`config.mk`:
```
export PLATFORM = sky130hd
export DESIGN_NAME = turn_controller
export DESIGN_NICKNAME = d
export VERILOG_FILES = /design/src/rtl/turn_controller.sv
export SDC_FILE = /design/constraint.sdc
export NUM_CORES = 1
export LEC_CHECK = 0
export BUFFER_PORTS_ARGS = -buffer_cell sky130_fd_sc_hd__buf_4
export CORE_ASPECT_RATIO = 1.75
export CORE_MARGIN = 10
export CORE_UTILIZATION = 58
export CTS_CLUSTER_SIZE = 28
export DETAILED_ROUTE_END_ITERATION = 8
export PLACE_DENSITY = 0.78
export SLEW_MARGIN = 0
export SYNTH_ARGS = -nofsm -noshare
export SYNTH_HDL_FRONTEND = slang
export SYNTH_SLANG_ARGS = --single-unit
```
`constraint.sdc`:
```
create_clock -name clk -period 7.4 [get_ports clk]
set_input_delay 1.48 -clock clk [delete_from_list [all_inputs] [get_ports clk]]
set_output_delay 1.48 -clock clk [all_outputs]
set_load 0.01 [all_outputs]
```
`src/rtl/turn_controller.sv`:
```
// Turn sequencer for N-player grid games: tracks the active player and a free-cell cursor,
// commits moves to board memory (manual select or random pick on timeout), then resolves win/draw.
`timescale 1ns/1ps
module turn_controller #(
  parameter int CELLS   = 9,
  parameter int PLAYERS = 2,
  parameter int TIMEOUT = 500_000_000,
  parameter int POS_W   = $clog2(CELLS),
  parameter int PLY_W   = $clog2(PLAYERS + 1)
) (
  input  logic             clk,
  input  logic             rst,
  input  logic             start,
  input  logic             move,
  input  logic             select,
  input  logic [CELLS-1:0] occupied,
  input  logic             win,
  input  logic             full,
  output logic [POS_W-1:0] cursor,
  output logic [PLY_W-1:0] player,
  output logic             w_e,
  output logic [POS_W-1:0] wr_pos,
  output logic [PLY_W-1:0] wr_player,
  output logic             board_clr,
  output logic [PLY_W-1:0] winner,
  output logic [2:0]       state
);

  localparam int TMR_W = $clog2(TIMEOUT + 1);
  localparam int CNT_W = $clog2(CELLS + 1);

  typedef enum logic [2:0] {
    ST_IDLE  = 3'd0,
    ST_TURN  = 3'd1,
    ST_PICK  = 3'd2,
    ST_WRITE = 3'd3,
    ST_CHECK = 3'd4,
    ST_OVER  = 3'd5
  } state_t;

  // First free cell strictly after cur, wrapping; cur itself when no other cell is free.
  function automatic logic [POS_W-1:0] next_free(input logic [POS_W-1:0] cur,
                                                 input logic [CELLS-1:0] occ);
    logic [POS_W-1:0] res;
    logic [POS_W-1:0] pos;
    int               idx;
    res = cur;
    for (int k = CELLS - 1; k >= 1; k--) begin
      idx = int'(cur) + k;
      idx = (idx >= CELLS) ? idx - CELLS : idx;
      pos = POS_W'(idx);
      res = occ[pos] ? res : pos;
    end
    return res;
  endfunction

  function automatic logic [15:0] lfsr_step(input logic [15:0] v);
    return {v[14:0], v[15] ^ v[13] ^ v[12] ^ v[10]};
  endfunction

  state_t           state_r, state_nxt_s;
  logic [TMR_W-1:0] timer_r, timer_nxt_s;
  logic [POS_W-1:0] ptr_r, ptr_nxt_s;
  logic [CNT_W-1:0] pick_cnt_r, pick_cnt_nxt_s;
  logic [15:0]      lfsr_r, lfsr_nxt_s;
  logic [PLY_W-1:0] player_r, player_nxt_s;
  logic [POS_W-1:0] cursor_r, cursor_nxt_s;
  logic             w_e_r, w_e_nxt_s;
  logic [POS_W-1:0] wr_pos_r, wr_pos_nxt_s;
  logic [PLY_W-1:0] wr_player_r, wr_player_nxt_s;
  logic             board_clr_r, board_clr_nxt_s;
  logic [PLY_W-1:0] winner_r, winner_nxt_s;

  logic sel_ok_s, timeout_s, pick_free_s, pick_last_s;

  assign sel_ok_s    = select & ~occupied[cursor_r];
  assign timeout_s   = (timer_r == TMR_W'(TIMEOUT - 1));
  assign pick_free_s = ~occupied[ptr_r];
  assign pick_last_s = (pick_cnt_r == CNT_W'(CELLS - 1));

  // State register
  always_ff @(posedge clk or posedge rst) begin
    if (rst) state_r <= ST_IDLE;
    else     state_r <= state_nxt_s;
  end

  // Next-state selection; in TURN a valid select outranks the timeout, which outranks move
  always_comb begin
    state_nxt_s = state_r;
    case (state_r)
      ST_IDLE, ST_OVER: begin
        if (start) state_nxt_s = ST_TURN;
        else       state_nxt_s = state_r;
      end
      ST_TURN: begin
        if (sel_ok_s)       state_nxt_s = ST_WRITE;
        else if (timeout_s) state_nxt_s = ST_PICK;
        else                state_nxt_s = ST_TURN;
      end
      ST_PICK: begin
        if (pick_free_s)      state_nxt_s = ST_WRITE;
        else if (pick_last_s) state_nxt_s = ST_CHECK;
        else                  state_nxt_s = ST_PICK;
      end
      ST_WRITE: state_nxt_s = ST_CHECK;
      ST_CHECK: begin
        if (win | full) state_nxt_s = ST_OVER;
        else            state_nxt_s = ST_TURN;
      end
      default: state_nxt_s = ST_IDLE;
    endcase
  end

  // Next values of datapath and outputs; pulses default low so they last one cycle
  always_comb begin
    timer_nxt_s     = timer_r;
    ptr_nxt_s       = ptr_r;
    pick_cnt_nxt_s  = pick_cnt_r;
    lfsr_nxt_s      = lfsr_step(lfsr_r);
    player_nxt_s    = player_r;
    cursor_nxt_s    = cursor_r;
    w_e_nxt_s       = 1'b0;
    wr_pos_nxt_s    = wr_pos_r;
    wr_player_nxt_s = wr_player_r;
    board_clr_nxt_s = 1'b0;
    winner_nxt_s    = winner_r;
    case (state_r)
      ST_IDLE, ST_OVER: begin
        if (start) begin
          board_clr_nxt_s = 1'b1;
          player_nxt_s    = PLY_W'(1);
          cursor_nxt_s    = POS_W'(0);
          timer_nxt_s     = TMR_W'(0);
          winner_nxt_s    = PLY_W'(0);
        end else begin
          board_clr_nxt_s = 1'b0;
        end
      end
      ST_TURN: begin
        timer_nxt_s = timer_r + TMR_W'(1);
        if (sel_ok_s) begin
          w_e_nxt_s       = 1'b1;
          wr_pos_nxt_s    = cursor_r;
          wr_player_nxt_s = player_r;
        end else if (timeout_s) begin
          ptr_nxt_s      = POS_W'(lfsr_r % 16'(CELLS));
          pick_cnt_nxt_s = CNT_W'(0);
        end else if (move) begin
          cursor_nxt_s = next_free(cursor_r, occupied);
        end else begin
          cursor_nxt_s = cursor_r;
        end
      end
      ST_PICK: begin
        if (pick_free_s) begin
          w_e_nxt_s       = 1'b1;
          wr_pos_nxt_s    = ptr_r;
          wr_player_nxt_s = player_r;
          cursor_nxt_s    = ptr_r;
        end else begin
          ptr_nxt_s      = (ptr_r == POS_W'(CELLS - 1)) ? POS_W'(0) : ptr_r + POS_W'(1);
          pick_cnt_nxt_s = pick_cnt_r + CNT_W'(1);
        end
      end
      ST_CHECK: begin
        // occupied already reflects the WRITE-edge update here
        if (win) begin
          winner_nxt_s = player_r;
        end else if (full) begin
          winner_nxt_s = PLY_W'(0);
        end else begin
          player_nxt_s = (player_r == PLY_W'(PLAYERS)) ? PLY_W'(1) : player_r + PLY_W'(1);
          timer_nxt_s  = TMR_W'(0);
          cursor_nxt_s = next_free(wr_pos_r, occupied);
        end
      end
      default: begin
        w_e_nxt_s = 1'b0;
      end
    endcase
  end

  // Datapath and output registers
  always_ff @(posedge clk or posedge rst) begin
    if (rst) begin
      timer_r     <= TMR_W'(0);
      ptr_r       <= POS_W'(0);
      pick_cnt_r  <= CNT_W'(0);
      lfsr_r      <= 16'hACE1;
      player_r    <= PLY_W'(1);
      cursor_r    <= POS_W'(0);
      w_e_r       <= 1'b0;
      wr_pos_r    <= POS_W'(0);
      wr_player_r <= PLY_W'(0);
      board_clr_r <= 1'b0;
      winner_r    <= PLY_W'(0);
    end else begin
      timer_r     <= timer_nxt_s;
      ptr_r       <= ptr_nxt_s;
      pick_cnt_r  <= pick_cnt_nxt_s;
      lfsr_r      <= lfsr_nxt_s;
      player_r    <= player_nxt_s;
      cursor_r    <= cursor_nxt_s;
      w_e_r       <= w_e_nxt_s;
      wr_pos_r    <= wr_pos_nxt_s;
      wr_player_r <= wr_player_nxt_s;
      board_clr_r <= board_clr_nxt_s;
      winner_r    <= winner_nxt_s;
    end
  end

  assign cursor    = cursor_r;
  assign player    = player_r;
  assign w_e       = w_e_r;
  assign wr_pos    = wr_pos_r;
  assign wr_player = wr_player_r;
  assign board_clr = board_clr_r;
  assign winner    = winner_r;
  assign state     = state_r;

endmodule

```
== Yosys cells after proc, flatten, opt, wreduce, memory -nomap -nowiden ==
Index checks and enable logic that the tools add are counted.

* Register bits: 72
* Bits of input ports: 16
* Output and inout port bits: 19
* Logic and storage cells: 237

* Add/subtract/negate cells: 36
* Divide/modulo/power cells: 1
* Magnitude comparators: 34
* Equality and inequality tests: 21
* Mux-type cells: 115
* Bitwise logic cells: 6
* Reductions and logical operators: 12

{| class="wikitable"
|+ Operators by type and width
! operator !! number
|-
| $mux 4 || 47
|-
| $lt 4x5->1 const B || 18
|-
| $mux 29 || 3
|-
| $pmux 29 s3 || 1
|-
| $ge 5x4->1 const B || 16
|-
| $bmux 1 s4 || 18
|-
| $sub 4x4->4 const B || 16
|-
| $add 4x3->5 const B || 8
|-
| $add 29x1->29 const B || 1
|-
| $eq 29x29->1 const B || 1
|-
| $pmux 4 s2 || 3
|-
| $mux 1 || 22
|-
| $mux 2 || 11
|-
| $add 4x2->5 const B || 4
|-
| $ne 2x2->1 const B || 10
|-
| $mod 16x4->16 const B || 1
|-
| $pmux 4 s4 || 1
|-
| $pmux 3 s5 || 1
|-
| $mux 3 || 4
|-
| $pmux 2 s2 || 3
|-
| $reduce_and 4->1 || 3
|-
| $add 4x1->5 const B || 2
|-
| $add 4x4->5 const B || 2
|-
| $ne 9x9->1 const B || 1
|-
| other kinds (20) || 28
|}

== Longest topological paths before layout ==
* Depth in word-level cells: 17
* Mapped depth: 29
* Gate-level depth less buffers: 26

== Least setup slack after synthesis ==
OpenSTA, ideal clock, no wires.

* Path type: flip-flop to flip-flop
* Start point: register lfsr_r[13]
* End point: register ptr_r[1]
* Library setup time: 0.090 ns
* Arrival: 6.962 ns
* Data required time: 7.310 ns
* Path slack: 0.348 ns
* Cell stages (with the launch flop): 29
* Buffers on the path: 2
* Period minus slack after synthesis: 7.052 ns
* Path through: dfstp_2 -> buf_2 -> and2b_1 -> o21ai_0 -> a211o_1 -> a32o_2 -> or4_4 -> a21oi_2 -> nor2_1 -> a211o_4 -> mux2i_1 -> a31oi_4 -> nor2_1 -> or4_1 -> buf_2 -> or4_4 -> a22oi_1 -> o2bb2ai_1 -> ha_1 -> o31ai_1 -> a31oi_4 -> or2_2 -> mux2i_1 -> ha_1 -> nand2b_1 -> or3b_1 -> a21bo_2 -> mux2_4 -> o31ai_4

* Cells in the longest elaborated chain, start to end: 4

{| class="wikitable"
|+ Ends and longest elaborated chain
! what !! line !! text
|-
| from (decl) || 65 || <nowiki>logic [15:0] lfsr_r, lfsr_nxt_s;</nowiki>
|-
| from (signal assigned) || 201 || <nowiki>lfsr_r <= lfsr_nxt_s;</nowiki>
|-
| $mod 16x4->16 || 146 || <nowiki>ptr_nxt_s = POS_W'(lfsr_r % 16'(CELLS));</nowiki>
|-
| $mux 4 || 145 || <nowiki>end else if (timeout_s) begin</nowiki>
|-
| $mux 4 || 141 || <nowiki>if (sel_ok_s) begin</nowiki>
|-
| $pmux 4 s2 || 127 || <nowiki>case (state_r)</nowiki>
|-
| to (signal assigned) || 199 || <nowiki>ptr_r <= ptr_nxt_s;</nowiki>
|-
| to (decl) || 63 || <nowiki>logic [POS_W-1:0] ptr_r, ptr_nxt_s;</nowiki>
|}

Every way passes these cells. The select of a mux whose other input is x is not followed.
A chain may end at the register's enable or synchronous reset.

== Final worst setup path ==
* Start point: register lfsr_r[11]
* End point: register ptr_r[1]

The elaborated chain is that of the path after synthesis.

==> results.toml <==
[drt]
drc = 0
dr.pass1.iters = 5
vias = 9158
drt_iter0_markers = 832
vias_per_cell = 6.724
routed_wl_um = 26380
ant_nets = 0
wl_per_cell_um = 19.37

[job]
drv_cap = 0

[worst_setup_path]
critPathLaunch = "lfsr_r[11]$_DFF_PP1_"
r2r_start = "lfsr_r[11]$_DFF_PP1_"
critPathKind = "flip-flop to flip-flop"
endpoint_kind = "flip-flop"
worstPathRequired_ns = 7.65
cp_max_fo = 7
max_stage_delay_ns = 0.59
start_kind = "flip-flop"
critPathArrivalTime_ns = 7.58
critical_path.slowest_cell = "dfstp_2"

[placement]
dp_hpwl_um = 18560
gp_congestion = 0.9547
portBuffers = 34

[global_routing]
grt_pass1_vias = 8765
globalRouteTotalUtil_pct = 22.92
grt_overflow = 0
grt_pass1_wl_um = 41960
grt_max_degree = 73
antenna_found_initial = 0

[timing]
finalHoldViolCount = 0
fin_setup_tns_ns = 0
finalCritPeriodShare_pct = 99.13
worst_slew_pin_slew_ns = 0.9351
final-setup-viol-count = 0
relSlewSlack_pct = 37.53
fin_worst_skew_ns = 0.006483
max_freq_ghz = 0.1363
fin_crit_ns = 7.335
slew_viol_final = 0

[final_layout]
utilization_pct = 66.38
area_growth_pct = 11.54
mostFrequentLayoutCell = "nand2_1"
fill_cells = 1280
diodes = 0
drive_gt1_share_pct = 18.54
final_nets = 1234
mostFrequentLayoutCells = "nand2_1 (118), nor2_1 (105), buf_4 (77), a21oi_1 (76), o21ai_0 (75)"

[synth]
synth_ff_type = "dfrtp_1"
ys_warn_count = 0
ys_seq_area_share_pct = 19.70
synth_edf_count = 0
ys_types = 96
syn_avg_cell_area_sq_um = 8.081
syn-instance-count = 1139
syn_nets = 1202
syn_area_sq_um = 9204
synth_async_sr_flop_share_pct = 100.0
synth-seq-cells = 72

[power]
power_density_nw_per_um2 = 562.4
leakage_nw = 4.241
vdd_ir_drop_max_v = 0.0002944

[floorplan]
ioPinCount = 35
start_util_pct = 59.51
die_y_um = 186.6
die_x_um = 115.2
core_sq_um = 15460
rows = 60
die_area_sq_um = 21510

[hold_path]
min_path_type = "flip-flop to flip-flop"
hold_start = "lfsr_r[6]$_DFF_PP1_"

[clocking]
cts.sinks = 72
clk_path_buf_depth = 2
numCtsBuffers = 9
path_clk_slew_ns = 0.06
clockRootBuffer = "clkbuf_16"
ctsHoldBuffers = 0
cts_tree = "yes"
clkLatencyLatePin_ns = 0.34
cts-htree-levels = 3

[run_status]
run_status = "finished, final reports clean"
path summary, 6_finish.rpt:
path	to	slack (ns)	cells past startpoint
max	ptr_r[1]$_DFFE_PP0P_	0.06	29
min	lfsr_r[7]$_DFF_PP1_	0.45	0
max reg2reg	ptr_r[1]$_DFFE_PP0P_	0.06	29
min reg2reg	lfsr_r[7]$_DFF_PP1_	0.45	0
max in group asynchronous	timer_r[9]$_DFFE_PP0P_	5.40	3
min in group asynchronous	lfsr_r[12]$_DFF_PP0_	1.42	3
worst max-delay path, delay by kind of cell, from the launching register on:
kind,cells,cell delay [ns]
flip-flops,1,0.59
multiplexers,2,0.53
AND/OR/NAND/NOR,9,2.82
buffers and inverters,3,0.55
adder cells (fa/ha/maj),2,0.38
AO/OA/AOI/OAI,13,2.39
logic make-up after synthesis:
kind of cell	Yosys count	share of synthesized area, %
and+or+nand+nor	413	22.19
AOI/OAI and AO/OA	333	24.97
buffers and inverters	102	4.377
muxes	97	15.24
xor gates and xnor gates	75	7.137
DFF	72	19.70
adders and majority gates	47	6.389
per-layer routing:
layer  GRT usage (%)  routed length [um]
met4           11.38                1245
met2           41.74               14440
met3           2.887                1092
met5               0                   0
met1           24.70                9605
cell type report:
type	instances	area (sq um)	area share, %
flip-flops and latches	72	1813	17.66
inverters	43	161.4	1.572
well taps	186	232.7	2.267
repair buffers	80	595.6	5.801
clock buffers	11	252.7	2.462
clock inverters	5	62.56	0.6094
multi-input cells	965	7148	69.63
per-stage QoR:
stage	hold slack, ns	power [W]	area [sq um]	setup WS (ns)	cells
floorplan	0.3533	0.004320	9204	0.3477	1139
global placement	0.4245	0.005161	9661	0.1598	1328
detailed placement	0.4330	0.005248	9661	-0.03798	1328
CTS	0.4431	0.005719	9995	0.02378	1344
global route	0.4593	0.006316	10270	-0.1584	1362
finish	0.4537	0.005774	10270	0.06472	1362
synthesized netlist by cell type, types with 10 or more instances:
cell type | instances | share of area [%]
a21o_1 | 10 | 0.82
a21oi_1 | 78 | 4.2
a31oi_1 | 25 | 1.7
and2_1 | 11 | 0.75
clkbuf_1 | 48 | 2.0
dfrtp_1 | 63 | 17
ha_1 | 47 | 6.4
inv_1 | 40 | 1.6
mux2_2 | 11 | 1.3
mux2i_1 | 52 | 5.7
mux4_2 | 33 | 8.1
nand2_1 | 118 | 4.8
nand3_1 | 37 | 2.0
nand4_1 | 13 | 0.88
nor2_1 | 106 | 4.3
nor2b_1 | 12 | 0.82
nor3_1 | 32 | 1.7
o211ai_1 | 16 | 1.3
o21a_1 | 10 | 0.82
o21ai_0 | 75 | 4.1
or2_2 | 12 | 0.82
xnor2_1 | 43 | 4.1
xor2_1 | 32 | 3.0
sequential cells by signal, summed over array words and instances, names as in the netlist:
register	flops
wr_player	2
cursor	4
lfsr_r	16
timer_r	29
board_clr	1
w_e	1
state	3
player	2
winner	2
ptr_r	4
pick_cnt_r	4
wr_pos	4
timing repair:
action,CTS,global route
setup buffers,0,18
gates resized for setup,5,31
hold endpoints to repair,0,0
pin swaps,0,11
endpoints found under the setup margin,1,3
power by group:
part,internal [W],switching (W),leakage (nW)
Combinational,0.00206,0.00270,3.16
Sequential,0.000461,0.000105,0.936
Clock,0.000282,0.000173,0.149
Note: power is estimated with default switching activity, not from simulation.
